File: src/rtl/uart_parity_engine_if.sv
// -----------------------------------------------------------------------------
// uart_parity_engine_if
//
// Bundles the control, strobe and result signals of uart_parity_engine.
// clk and reset are plain ports on the engine and are not part of this bundle.
//
// Handshake semantics (the one place they are written down):
//   start      : one-cycle request. It begins a new frame from any state and
//                latches parity_type/check_en. Any frame in flight is dropped.
//   bit_valid  : qualifies bit_in. It is only consumed while busy is high and
//                dbg_state is ACCUM. There is no back-pressure, so every strobe
//                in that state is taken.
//   chk_valid  : qualifies chk_bit. It is only consumed in WAIT_CHK. There is
//                no back-pressure.
//   parity_valid / parity_err : one-cycle result pulses. The consumer must
//                sample them in that cycle; they are not held.
//
// Modports:
//   master : drives the requests and observes the results (the shifter side).
//   slave  : the parity engine itself.
// -----------------------------------------------------------------------------
interface uart_parity_engine_if #(
  parameter int ERR_CNT_W = 8
);
  // requests
  logic [2:0]           parity_type;
  logic                 check_en;
  logic                 start;
  logic                 bit_valid;
  logic                 bit_in;
  logic                 chk_valid;
  logic                 chk_bit;
  logic                 clr_err;
  // results
  logic                 busy;
  logic                 parity_valid;
  logic                 parity_bit;
  logic                 parity_err;
  logic [ERR_CNT_W-1:0] err_count;
  // FSM state: 0 IDLE, 1 ACCUM, 2 DONE, 3 WAIT_CHK
  logic [1:0]           dbg_state;

  modport master (
    output parity_type, check_en, start, bit_valid, bit_in,
           chk_valid, chk_bit, clr_err,
    input  busy, parity_valid, parity_bit, parity_err, err_count, dbg_state
  );

  modport slave (
    input  parity_type, check_en, start, bit_valid, bit_in,
           chk_valid, chk_bit, clr_err,
    output busy, parity_valid, parity_bit, parity_err, err_count, dbg_state
  );
endinterface

File: src/rtl/uart_parity_engine.sv
// -----------------------------------------------------------------------------
// uart_parity_engine
//
// Serial parity generator/checker for the UART Tx and Rx datapaths. Parity is
// accumulated one bit at a time as the shifter moves bits, so no parallel data
// bus is needed. Modes: none, odd, even, mark (always 1), space (always 0).
// On the Rx side the received parity bit is compared against the computed one.
// A mismatch pulses parity_err and, optionally, bumps a saturating counter.
//
// Parameters:
//   DATA_WIDTH : character bits per frame. The legal range is 5..9.
//   ERR_CNT_W  : width of the saturating parity-error counter.
//
// Ports:
//   clk    : system clock, rising edge.
//   reset  : asynchronous, active-high reset.
//   pif    : uart_parity_engine_if.slave (requests, strobes and results).
//
// Build option:
//   UART_PARITY_ERRCNT_EN : when defined, err_count is a saturating count of
//                           parity errors that clr_err clears. When undefined,
//                           err_count is tied to 0 and clr_err is ignored.
// -----------------------------------------------------------------------------
module uart_parity_engine #(
  parameter int DATA_WIDTH = 8,
  parameter int ERR_CNT_W  = 8
) (
  input  logic                  clk,
  input  logic                  reset,
  uart_parity_engine_if.slave   pif
);

  localparam int CNT_W = $clog2(DATA_WIDTH + 1);
  localparam logic [CNT_W-1:0] LAST_CNT = CNT_W'(DATA_WIDTH - 1);

  typedef enum logic [1:0] {
    S_IDLE     = 2'd0,
    S_ACCUM    = 2'd1,
    S_DONE     = 2'd2,
    S_WAIT_CHK = 2'd3
  } state_e;

  typedef enum logic [2:0] {
    M_NONE  = 3'd0,
    M_ODD   = 3'd1,
    M_EVEN  = 3'd2,
    M_MARK  = 3'd3,
    M_SPACE = 3'd4
  } mode_e;

  state_e           state_q, state_d;
  mode_e            mode_q, mode_d;
  mode_e            mode_in;
  logic             check_q, check_d;
  logic             acc_q, acc_d;
  logic [CNT_W-1:0] cnt_q, cnt_d;
  logic             par_bit_q, par_bit_d;
  logic             par_err_q, par_err_d;
  logic             acc_next;

  // Codes 101..111 fall back to none.
  always_comb begin
    mode_in = M_NONE;
    case (pif.parity_type)
      3'b001:  mode_in = M_ODD;
      3'b010:  mode_in = M_EVEN;
      3'b011:  mode_in = M_MARK;
      3'b100:  mode_in = M_SPACE;
      default: mode_in = M_NONE;
    endcase
  end

  // Map the XOR of the data bits to the parity bit for the latched mode.
  function automatic logic final_parity(input mode_e mode, input logic acc);
    logic p;
    case (mode)
      M_ODD:   p = ~acc;
      M_EVEN:  p = acc;
      M_MARK:  p = 1'b1;
      M_SPACE: p = 1'b0;
      default: p = 1'b1;
    endcase
    return p;
  endfunction

  assign acc_next = acc_q ^ pif.bit_in;

  always_comb begin
    state_d   = state_q;
    mode_d    = mode_q;
    check_d   = check_q;
    acc_d     = acc_q;
    cnt_d     = cnt_q;
    par_bit_d = par_bit_q;
    par_err_d = 1'b0;

    case (state_q)
      S_IDLE: begin
        // start is handled below, uniformly for all states
      end

      S_ACCUM: begin
        if (pif.bit_valid) begin
          acc_d = acc_next;
          cnt_d = cnt_q + CNT_W'(1);
          if (cnt_q == LAST_CNT) begin
            state_d   = S_DONE;
            // Register the frame's parity on entry to DONE, so parity_bit is
            // already final during the parity_valid cycle.
            par_bit_d = final_parity(mode_q, acc_next);
          end
        end
      end

      S_DONE: begin
        if (check_q && (mode_q != M_NONE)) state_d = S_WAIT_CHK;
        else                               state_d = S_IDLE;
      end

      S_WAIT_CHK: begin
        if (pif.chk_valid) begin
          par_err_d = pif.chk_bit ^ par_bit_q;
          state_d   = S_IDLE;
        end
      end

      default: state_d = S_IDLE;
    endcase

    // start wins over everything else. It drops any frame in flight and
    // discards same-cycle strobes. It suppresses a pending check, but a
    // parity_valid already in progress in DONE still shows, because that is
    // decoded from the current state.
    if (pif.start) begin
      state_d   = S_ACCUM;
      mode_d    = mode_in;
      check_d   = pif.check_en;
      acc_d     = 1'b0;
      cnt_d     = '0;
      par_bit_d = par_bit_q;
      par_err_d = 1'b0;
    end
  end

  always_ff @(posedge clk or posedge reset) begin
    if (reset) begin
      state_q   <= S_IDLE;
      mode_q    <= M_NONE;
      check_q   <= 1'b0;
      acc_q     <= 1'b0;
      cnt_q     <= '0;
      par_bit_q <= 1'b1;
      par_err_q <= 1'b0;
    end else begin
      state_q   <= state_d;
      mode_q    <= mode_d;
      check_q   <= check_d;
      acc_q     <= acc_d;
      cnt_q     <= cnt_d;
      par_bit_q <= par_bit_d;
      par_err_q <= par_err_d;
    end
  end

  assign pif.busy         = (state_q == S_ACCUM) || (state_q == S_WAIT_CHK);
  assign pif.parity_valid = (state_q == S_DONE);
  assign pif.parity_bit   = par_bit_q;
  assign pif.parity_err   = par_err_q;
  assign pif.dbg_state    = state_q;

`ifdef UART_PARITY_ERRCNT_EN
  logic [ERR_CNT_W-1:0] err_cnt_q, err_cnt_d;

  // The counter moves on the same edge that raises parity_err, so the new
  // count is visible together with the pulse. A clear in that cycle wins.
  always_comb begin
    err_cnt_d = err_cnt_q;
    if (pif.clr_err)
      err_cnt_d = '0;
    else if (par_err_d && (err_cnt_q != {ERR_CNT_W{1'b1}}))
      err_cnt_d = err_cnt_q + ERR_CNT_W'(1);
  end

  always_ff @(posedge clk or posedge reset) begin
    if (reset) err_cnt_q <= '0;
    else       err_cnt_q <= err_cnt_d;
  end

  assign pif.err_count = err_cnt_q;
`else
  logic unused_clr_err;
  assign unused_clr_err = pif.clr_err;
  assign pif.err_count  = '0;
`endif

endmodule

File: src/flat_wrapper.sv
// flat-port wrapper written by rule: the top's interface ports become plain ports
module uart_parity_engine_flat 
#(
  parameter int DATA_WIDTH = 8,
  parameter int ERR_CNT_W  = 8
)
  (clk, reset, pif_parity_type, pif_check_en, pif_start, pif_bit_valid, pif_bit_in, pif_chk_valid, pif_chk_bit, pif_clr_err, pif_busy, pif_parity_valid, pif_parity_bit, pif_parity_err, pif_err_count, pif_dbg_state);
  uart_parity_engine_if #(.ERR_CNT_W(ERR_CNT_W)) pif_i ();
  input  logic clk;
  input  logic reset;
  input wire logic [$bits(pif_i.parity_type)-1:0] pif_parity_type;
  input wire logic [$bits(pif_i.check_en)-1:0] pif_check_en;
  input wire logic [$bits(pif_i.start)-1:0] pif_start;
  input wire logic [$bits(pif_i.bit_valid)-1:0] pif_bit_valid;
  input wire logic [$bits(pif_i.bit_in)-1:0] pif_bit_in;
  input wire logic [$bits(pif_i.chk_valid)-1:0] pif_chk_valid;
  input wire logic [$bits(pif_i.chk_bit)-1:0] pif_chk_bit;
  input wire logic [$bits(pif_i.clr_err)-1:0] pif_clr_err;
  output wire logic [$bits(pif_i.busy)-1:0] pif_busy;
  output wire logic [$bits(pif_i.parity_valid)-1:0] pif_parity_valid;
  output wire logic [$bits(pif_i.parity_bit)-1:0] pif_parity_bit;
  output wire logic [$bits(pif_i.parity_err)-1:0] pif_parity_err;
  output wire logic [$bits(pif_i.err_count)-1:0] pif_err_count;
  output wire logic [$bits(pif_i.dbg_state)-1:0] pif_dbg_state;
  assign pif_i.parity_type = pif_parity_type;
  assign pif_i.check_en = pif_check_en;
  assign pif_i.start = pif_start;
  assign pif_i.bit_valid = pif_bit_valid;
  assign pif_i.bit_in = pif_bit_in;
  assign pif_i.chk_valid = pif_chk_valid;
  assign pif_i.chk_bit = pif_chk_bit;
  assign pif_i.clr_err = pif_clr_err;
  assign pif_busy = pif_i.busy;
  assign pif_parity_valid = pif_i.parity_valid;
  assign pif_parity_bit = pif_i.parity_bit;
  assign pif_parity_err = pif_i.parity_err;
  assign pif_err_count = pif_i.err_count;
  assign pif_dbg_state = pif_i.dbg_state;
  uart_parity_engine #(.DATA_WIDTH(DATA_WIDTH), .ERR_CNT_W(ERR_CNT_W)) u_core (.clk(clk), .reset(reset), .pif(pif_i));
endmodule
File: config.mk
export PLATFORM = sky130hd
export DESIGN_NAME = uart_parity_engine_flat
export DESIGN_NICKNAME = d
export VERILOG_FILES = /design/src/rtl/uart_parity_engine_if.sv /design/src/rtl/uart_parity_engine.sv /design/src/flat_wrapper.sv
export SDC_FILE = /design/constraint.sdc
export NUM_CORES = 1
export LEC_CHECK = 0
export CAP_MARGIN = 30
export CORE_MARGIN = 4
export CORE_UTILIZATION = 44
export CTS_CLUSTER_SIZE = 8
export DETAILED_ROUTE_END_ITERATION = 10
export DONT_BUFFER_PORTS = 1
export PLACE_DENSITY = 0.62
export SKIP_LAST_GASP = 1
export SLEW_MARGIN = 20
export SYNTH_ARGS = -nofsm -noshare
export SYNTH_HDL_FRONTEND = slang
export SYNTH_SLANG_ARGS = --single-unit
File: constraint.sdc
create_clock -name clk -period 2.2 [get_ports clk]
set_input_delay 0.44 -clock clk [delete_from_list [all_inputs] [get_ports clk]]
set_output_delay 0.44 -clock clk [all_outputs]
set_load 0.01 [all_outputs]
==> results of run 1 <==
-- cells in the mapped netlist, types with 2 or more instances --
cell type,instances
xor2_1,4
ha_1,4
nor2_1,6
or3_1,2
dfrtp_1,12
nand2b_1,2
nand2_1,6
inv_1,6
mux2i_1,2
buf_4,8
a21oi_1,2
nand3_1,4
-- final cells by class --
type | count | area (um2) | share of cell area (%)
Tap cell | 24 | 30.0 | 3.75
Sequential cell | 13 | 327 | 40.8
Multi-Input combinational cell | 61 | 395 | 49.4
Clock buffer | 4 | 26.3 | 3.28
Inverter | 6 | 22.5 | 2.81
-- kinds of logic after synthesis --
| logic type | after synthesis |
|---|---|
| buffers and inverters | 15 |
| AND/OR/NAND/NOR | 29 |
| flip-flops | 13 |
| AO/OA/AOI/OAI | 12 |
| multiplexers | 3 |
| adder cells (fa/ha/maj) | 4 |
| XOR/XNOR | 5 |
| other | 1 |
-- worst register-to-register path, stage by stage (launching register included) --
cell     delay, ns
dfrtp_1       0.47
inv_1         0.09
ha_1          0.30
nand2_2       0.13
or4_1         0.41
o31ai_1       0.25
-- state kept, by name (all words and copies together), names as in the netlist --
signal,flops
u_core.acc_q,1
u_core.check_q,1
u_core.cnt_q,4
u_core.mode_q,3
u_core.pif.dbg_state,2
u_core.pif.parity_bit,1
u_core.pif.parity_err,1
-- per-stage QoR --
| step | worst slack, ns | hold slack, ns | util, % | area, um2 |
|---|---|---|---|---|
| finish | 0.304 | 0.0710 | 50.2 | 801 |
| detailed placement | 0.501 | 0.386 | 48.6 | 774 |
| floorplan | 0.656 | 0.316 | - | 808 |
| global route | 0.222 | 0.107 | 50.2 | 801 |
| CTS | 0.287 | 0.0848 | 50.2 | 801 |
| global placement | 0.518 | 0.390 | 48.6 | 774 |
-- worst max path at each step --
stage | slack [ns] | startpoint | to
after CTS | 0.29 | u_core.pif.dbg_state[1]$_DFFE_PP0P_ | pif_busy
final | 0.30 | u_core.pif.dbg_state[1]$_DFFE_PP0P_ | pif_busy
after global placement | 0.52 | u_core.pif.dbg_state[1]$_DFFE_PP0P_ | u_core.pif.parity_bit$_DFFE_PP1P_
after floorplan | 0.66 | u_core.pif.dbg_state[1]$_DFFE_PP0P_ | u_core.pif.parity_bit$_DFFE_PP1P_
after detailed placement | 0.50 | u_core.pif.dbg_state[1]$_DFFE_PP0P_ | u_core.pif.parity_bit$_DFFE_PP1P_
after global routing | 0.22 | u_core.pif.dbg_state[1]$_DFFE_PP0P_ | pif_busy
-- metal layers --
metal  global-route usage (%)  wire length, um  vias up
met5                        0                0        -
met4                     2.76               10        0
met3                     5.92              112        2
met2                     20.2              642       20
met1                     16.2              654      271
li1                         -                -      269
-- power groups by stage --
stage	combinational [mW]	sequential, mW	clock [mW]
6_report	0.182	0.314	0.146
5_1_grt	0.213	0.320	0.164
4_1_cts	0.183	0.315	0.154
3_5_place_dp	0.182	0.319	0
3_3_place_gp	0.178	0.317	0
2_1_floorplan	0.167	0.311	0
==> summary.md, run 1 <==
| Metric | Value |
|---|---|
| Status | `completed` |
| GRT Overall Usage | `12.9%` |
| Vias per cell | `5.20` |
| Average size of a mapped cell | `9.54 um2` |
| Largest net degree at the start of global routing | `15` |
| Max-slew violations | `0` |
| Fin. Hold Viols | `0` |
| WP buf/inv | `1` |
| Port-buffer cells | `0` |
| Synth Warn # | `0` |
| Fmax | `0.527 GHz` |
| Fillers | `154` |
| Clk pwr share | `22.7%` |
| Number of stages on the worst setup path | `3` |
| Critical R2R Launch | `u_core.pif.dbg_state[1]$_DFFE_PP0P_` |
| Sequential power share | `48.9%` |
| Rows | `14` |
| Synth cell types | `36` |
| Power per cell area | `801 mW/mm2` |
| Most frequent cells in the layout | `dfrtp_1 (12), conb_1 (8), inv_1 (6), nand2_1 (6), nor2_1 (6)` |
| Post-Synth Adder-Cell Area | `6.40%` |
| Number of antenna violations at the first check in global routing | `0` |
| Slew Limit Headroom | `66.3%` |
| Synth Area in Compound Gates | `11.0%` |
| Die height | `50.2 um` |
| XOR/XNOR share of the synthesized area | `5.60%` |
| CTS Sinks | `13` |
| Net Sw Frac | `33.8%` |
| Main combinational cell family by area after synthesis | `simple AND/OR/NAND/NOR gates` |
| Worst R2R End | `u_core.pif.parity_bit$_DFFE_PP1P_` |
| Max_cap viols | `0` |
| Dpl hpwl | `1.09 mm` |
| Fin cells | `108` |
| P_sw | `217 uW` |
| Root Buffer | `clkbuf_4` |
| CP Cell Sequence | `inv_1 -> ha_1 -> or2_2` |
| Layout cells sized above 1 | `9.52%` |
| Maximum fanout along the worst path | `7` |
| Mapped Cells | `82` |
| Final wirelength | `1.42 mm` |
| Worst Setup Start Kind | `register` |
| Slowest CP cell | `dfrtp_1` |
| Pwr Total | `641 uW` |
| Area grow syn2layout | `2.40%` |
| # DRC | `0` |
| CTS H-tree lvls | `1` |
| First-pass GRT wire length | `2.52 mm` |
| Final setup fails | `0` |
| Drt wl/cell | `13.1 um` |
| # IOs | `26` |
| Static leakage | `0.373 nW` |
| CTS resizes | `0` |
| GR Overflow Total | `0` |
| Required @ worst endpoint | `1.76 ns` |
| Worst-margin pin slew | `0.504 ns` |
| Crit. End Element | `output pin` |
| Int Pwr | `425 uW` |
| Yosys reg bits | `13` |
| Clk pin slew, worst setup/hold paths | `0.08 ns` |
| DRT iter0 DRCs | `11` |
| Worst R2R Setup Slack | `0.48 ns` |
| Nets | `101` |
| RSZ-0062 raised after global routing | `false` |
| TritonCTS clock tree | `done` |
| Minimum clock period after layout | `1.90 ns` |
| Worst path max stage delay | `0.47 ns` |
| DR pass1 iterations | `4` |
| Top cell type's share of synthesized area | `38.4%` |
| CTS buffer count | `3` |
| Ant diodes | `0` |
| Post-synth EDFFs | `0` |
| Dpl cells | `104` |
| Simple-gate portion of the synthesized area | `19.7%` |
| Crit path kind | `register to output pin` |
| Critical path's top delay family | `flip-flops` |
| CP Data Arrival Time | `1.46 ns` |
| Comb pwr share | `28.3%` |
| Clk buf depth | `2` |
| Die width | `50.2 um` |
| Core area | `0.00159 mm2` |
| Netlist Area Pre-Place | `782 um2` |
| Post-route ant nets | `0` |
| Vias in the first global route | `559` |
| Largest area contributor in the netlist | `dfrtp_1` |
| Setup tns final | `0 ns` |
| Clk_lat worst skew | `0.27 ns` |
| Peak VDD IR | `0.507 mV` |
| Crit share post-route | `86.2%` |
| FF-to-FF path depth | `5` |
| Synth top area cells | `dfrtp_1 (38%), buf_4 (7.7%), ha_1 (6.4%), xor2_1 (4.5%), dfstp_2 (3.4%)` |
| Via count | `562` |
| Layout Skew | `0.00496 ns` |
| Post-CTS Setup Bufs | `0` |
| Most common cell after layout, fill and taps aside | `dfrtp_1` |
| Async set-reset flop share out of synthesis | `100%` |
| # hold bufs at CTS | `0` |
| Mux contribution to synthesized area | `4.00%` |
| Post-synthesis sequential area ratio | `41.8%` |
| Prevailing post-synth register cell | `dfrtp_1` |
| Worst hold path class | `input pin to async pin` |
| Die ar. | `0.00252 mm2` |
| RePlAce Congestion | `0.738` |
| Starting Density | `49.1%` |
(Power assumes the default switching activity.)
==> inputs of run 2 (changes only) <==
--- a/config.mk
+++ b/config.mk
@@ -7,11 +7,11 @@
 export LEC_CHECK = 0
 export CAP_MARGIN = 30
 export CORE_MARGIN = 4
-export CORE_UTILIZATION = 44
+export CORE_UTILIZATION = 50
 export CTS_CLUSTER_SIZE = 8
 export DETAILED_ROUTE_END_ITERATION = 10
 export DONT_BUFFER_PORTS = 1
-export PLACE_DENSITY = 0.62
+export PLACE_DENSITY = 0.68
 export SKIP_LAST_GASP = 1
 export SLEW_MARGIN = 20
 export SYNTH_ARGS = -nofsm -noshare
==> run 2 against run 1 <==
Net effect:
- die area is 10% lower
- fmax up 0.43%
- total power increased by 0.45%
- cell count decreased by 7.4%
- worst setup slack better by 0.0082 ns
- final area is 1.3% lower
- critical endpoint unchanged
- highest routed layer unchanged
==> summary.md, run 2 (synthesis gave the netlist of run 1 again) <==
| Metric | Value |
|---|---|
| Status | `completed` |
| Number of antenna violations at the first check in global routing | `0 (unchanged)` |
| Design Area, Final | `791 um2 (-1.3%)` |
| RSZ-0062 raised after global routing | `false` |
| CTS resizes | `0 (unchanged)` |
| Required @ worst endpoint | `1.76 ns (about the same)` |
| DR pass1 iterations | `4 (unchanged)` |
| Clk_lat worst skew | `0.28 ns (about the same)` |
| FF-to-FF path depth | `5 (unchanged)` |
| Final wirelength | `1.39 mm (-2.0%)` |
| TritonCTS clock tree | `done` |
| Critical path origin | `u_core.pif.dbg_state[1]$_DFFE_PP0P_` |
| Critical Path Sink | `pif_busy` |
| Largest net degree at the start of global routing | `15 (unchanged)` |
| Fmax | `0.530 GHz (+0.43%)` |
| Fillers | `149 (-3.2%)` |
| Clk pin slew, worst setup/hold paths | `0.08 ns (about the same)` |
| CTS Sinks | `13 (unchanged)` |
| Die width | `47.5 um (-5.2%)` |
| Area after DPL | `764 um2 (-1.3%)` |
| Die ar. | `0.00226 mm2 (-10%)` |
| Vias in the first global route | `538 (-3.8%)` |
| Via count | `553 (-1.6%)` |
| Crit path kind | `register to output pin` |
| Root Buffer | `clkbuf_4` |
| Worst Setup Start Kind | `register` |
| P_sw | `219 uW (+1.1%)` |
| Area grow syn2layout | `1.12%` |
| Crit share post-route | `85.8% (-0.37 points)` |
| Die height | `47.5 um (-5.2%)` |
| Most frequent cells in the layout | `dfrtp_1 (12), conb_1 (8), inv_1 (6), nand2_1 (6), nor2_1 (6)` |
| Max-slew violations | `0 (unchanged)` |
| Setup tns final | `0 ns (unchanged)` |
| Ant diodes | `0 (unchanged)` |
| Minimum clock period after layout | `1.89 ns (-0.00821 ns)` |
| # DRC | `0 (unchanged)` |
| CTS H-tree lvls | `1 (unchanged)` |
| Final setup fails | `0 (unchanged)` |
| GRT Overall Usage | `14.8% (+1.9 points)` |
| Clk pwr share | `22.8% (about the same)` |
| Vias per cell | `5.53 (+6.3%)` |
| Power per cell area | `815 mW/mm2 (+1.7%)` |
| Int Pwr | `425 uW (about the same)` |
| Nets | `101 (unchanged)` |
| Crit. End Element | `output pin` |
| Starting Density | `52.5% (+3.5 points)` |
| Post-CTS Setup Bufs | `0 (unchanged)` |
| Worst R2R Setup Slack | `0.50 ns (+0.02 ns)` |
| Port-buffer cells | `0 (unchanged)` |
| Largest Register | `u_core.cnt_q` |
| Worst R2R End | `u_core.pif.parity_bit$_DFFE_PP1P_` |
| Static leakage | `0.373 nW (unchanged)` |
| Slew Limit Headroom | `66.7% (+0.34 points)` |
| Pwr Total | `644 uW (+0.45%)` |
| Drt wl/cell | `13.9 um (+5.8%)` |
| DRT iter0 DRCs | `8 (-3)` |
| # hold bufs at CTS | `0 (unchanged)` |
| Post-route ant nets | `0 (unchanged)` |
| CP Data Arrival Time | `1.45 ns (about the same)` |
| # IOs | `26 (unchanged)` |
| CTS buffer count | `3 (unchanged)` |
| Clk buf depth | `2 (unchanged)` |
| Critical R2R Launch | `u_core.pif.dbg_state[1]$_DFFE_PP0P_` |
| First-pass GRT wire length | `2.32 mm (-7.9%)` |
| Worst-margin pin slew | `0.499 ns (-0.00517 ns)` |
| Sequential power share | `48.8% (about the same)` |
| Max_cap viols | `0 (unchanged)` |
| Peak VDD IR | `0.370 mV (-27%)` |
| GR Overflow Total | `0 (unchanged)` |
| Rows | `14 (unchanged)` |
| Comb pwr share | `28.4% (about the same)` |
| Maximum fanout along the worst path | `7 (unchanged)` |
| Worst hold path class | `input pin to async pin` |
| Core area | `0.00149 mm2 (-6.6%)` |
| RePlAce Congestion | `0.746 (+0.99%)` |
| Max reg flops | `4 (unchanged)` |
| Most common cell after layout, fill and taps aside | `dfrtp_1` |
| Net Sw Frac | `34.0% (+0.23 points)` |
| Dpl hpwl | `1.07 mm (-1.5%)` |
| Layout Skew | `0.000486 ns (-0.00447 ns)` |
| Layout cells sized above 1 | `9.52% (unchanged)` |
| Fin. Hold Viols | `0 (unchanged)` |
-- run 2: cell counts in the layout (fill, tap and decap cells not counted) --
Identical to the previous run, type by type.
-- run 2: power by group through the flow --
stage | Clock (mW) | Sequential (mW) | Combinational (mW)
2_1_floorplan | 0 | 0.311 | 0.167
5_1_grt | 0.171 | 0.322 | 0.207
4_1_cts | 0.156 | 0.315 | 0.182
6_report | 0.147 | 0.314 | 0.183
3_3_place_gp | 0 | 0.317 | 0.177
3_5_place_dp | 0 | 0.319 | 0.181
-- run 2: how the worst min path moves through the flow --
| stage | startpoint | to | slack, ns | cells past startpoint |
|---|---|---|---|---|
| after floorplan | reset | u_core.acc_q$_DFFE_PP0P_ | 0.32 | 1 |
| after global placement | reset | u_core.check_q$_DFFE_PP0P_ | 0.39 | 1 |
| after detailed placement | reset | u_core.mode_q[1]$_DFFE_PP0P_ | 0.39 | 1 |
| after CTS | reset | u_core.mode_q[0]$_DFFE_PP0P_ | 0.08 | 1 |
| after global routing | reset | u_core.mode_q[1]$_DFFE_PP0P_ | 0.09 | 1 |
| final | reset | u_core.check_q$_DFFE_PP0P_ | 0.07 | 1 |
-- run 2: final cells by class --
class / instances / area, um2 / share of cell area [%]
clock buffers: 4 / 26.3 / 3.32
inverters: 6 / 22.5 / 2.85
multi-input cells: 61 / 395 / 50.0
flip-flops and latches: 13 / 327 / 41.3
well taps: 16 / 20.0 / 2.53
-- run 2: stage by stage --
step	setup slack [ns]	utilization [%]	hold slack (ns)	std cells
after floorplan	0.656	-	0.316	89
after global placement	0.520	51.3	0.388	96
after detailed placement	0.513	51.3	0.388	96
after CTS	0.296	53.1	0.0825	100
after global routing	0.224	53.1	0.0925	100
final	0.312	53.1	0.0678	100
-- run 2: routing by layer --
metal | vias up | global-route usage, % | part of all wire [%]
li1 | 270 | - | -
met1 | 262 | 18.7 | 43
met2 | 16 | 22.2 | 46
met3 | 5 | 4.14 | 7.8
met4 | 0 | 9.68 | 3.0
met5 | - | 0 | 0
-- run 2: worst max-delay path: stages, from the launching register on --
cell,delay (ns)
dfrtp_1,0.47
inv_1,0.07
ha_1,0.27
or2_2,0.36
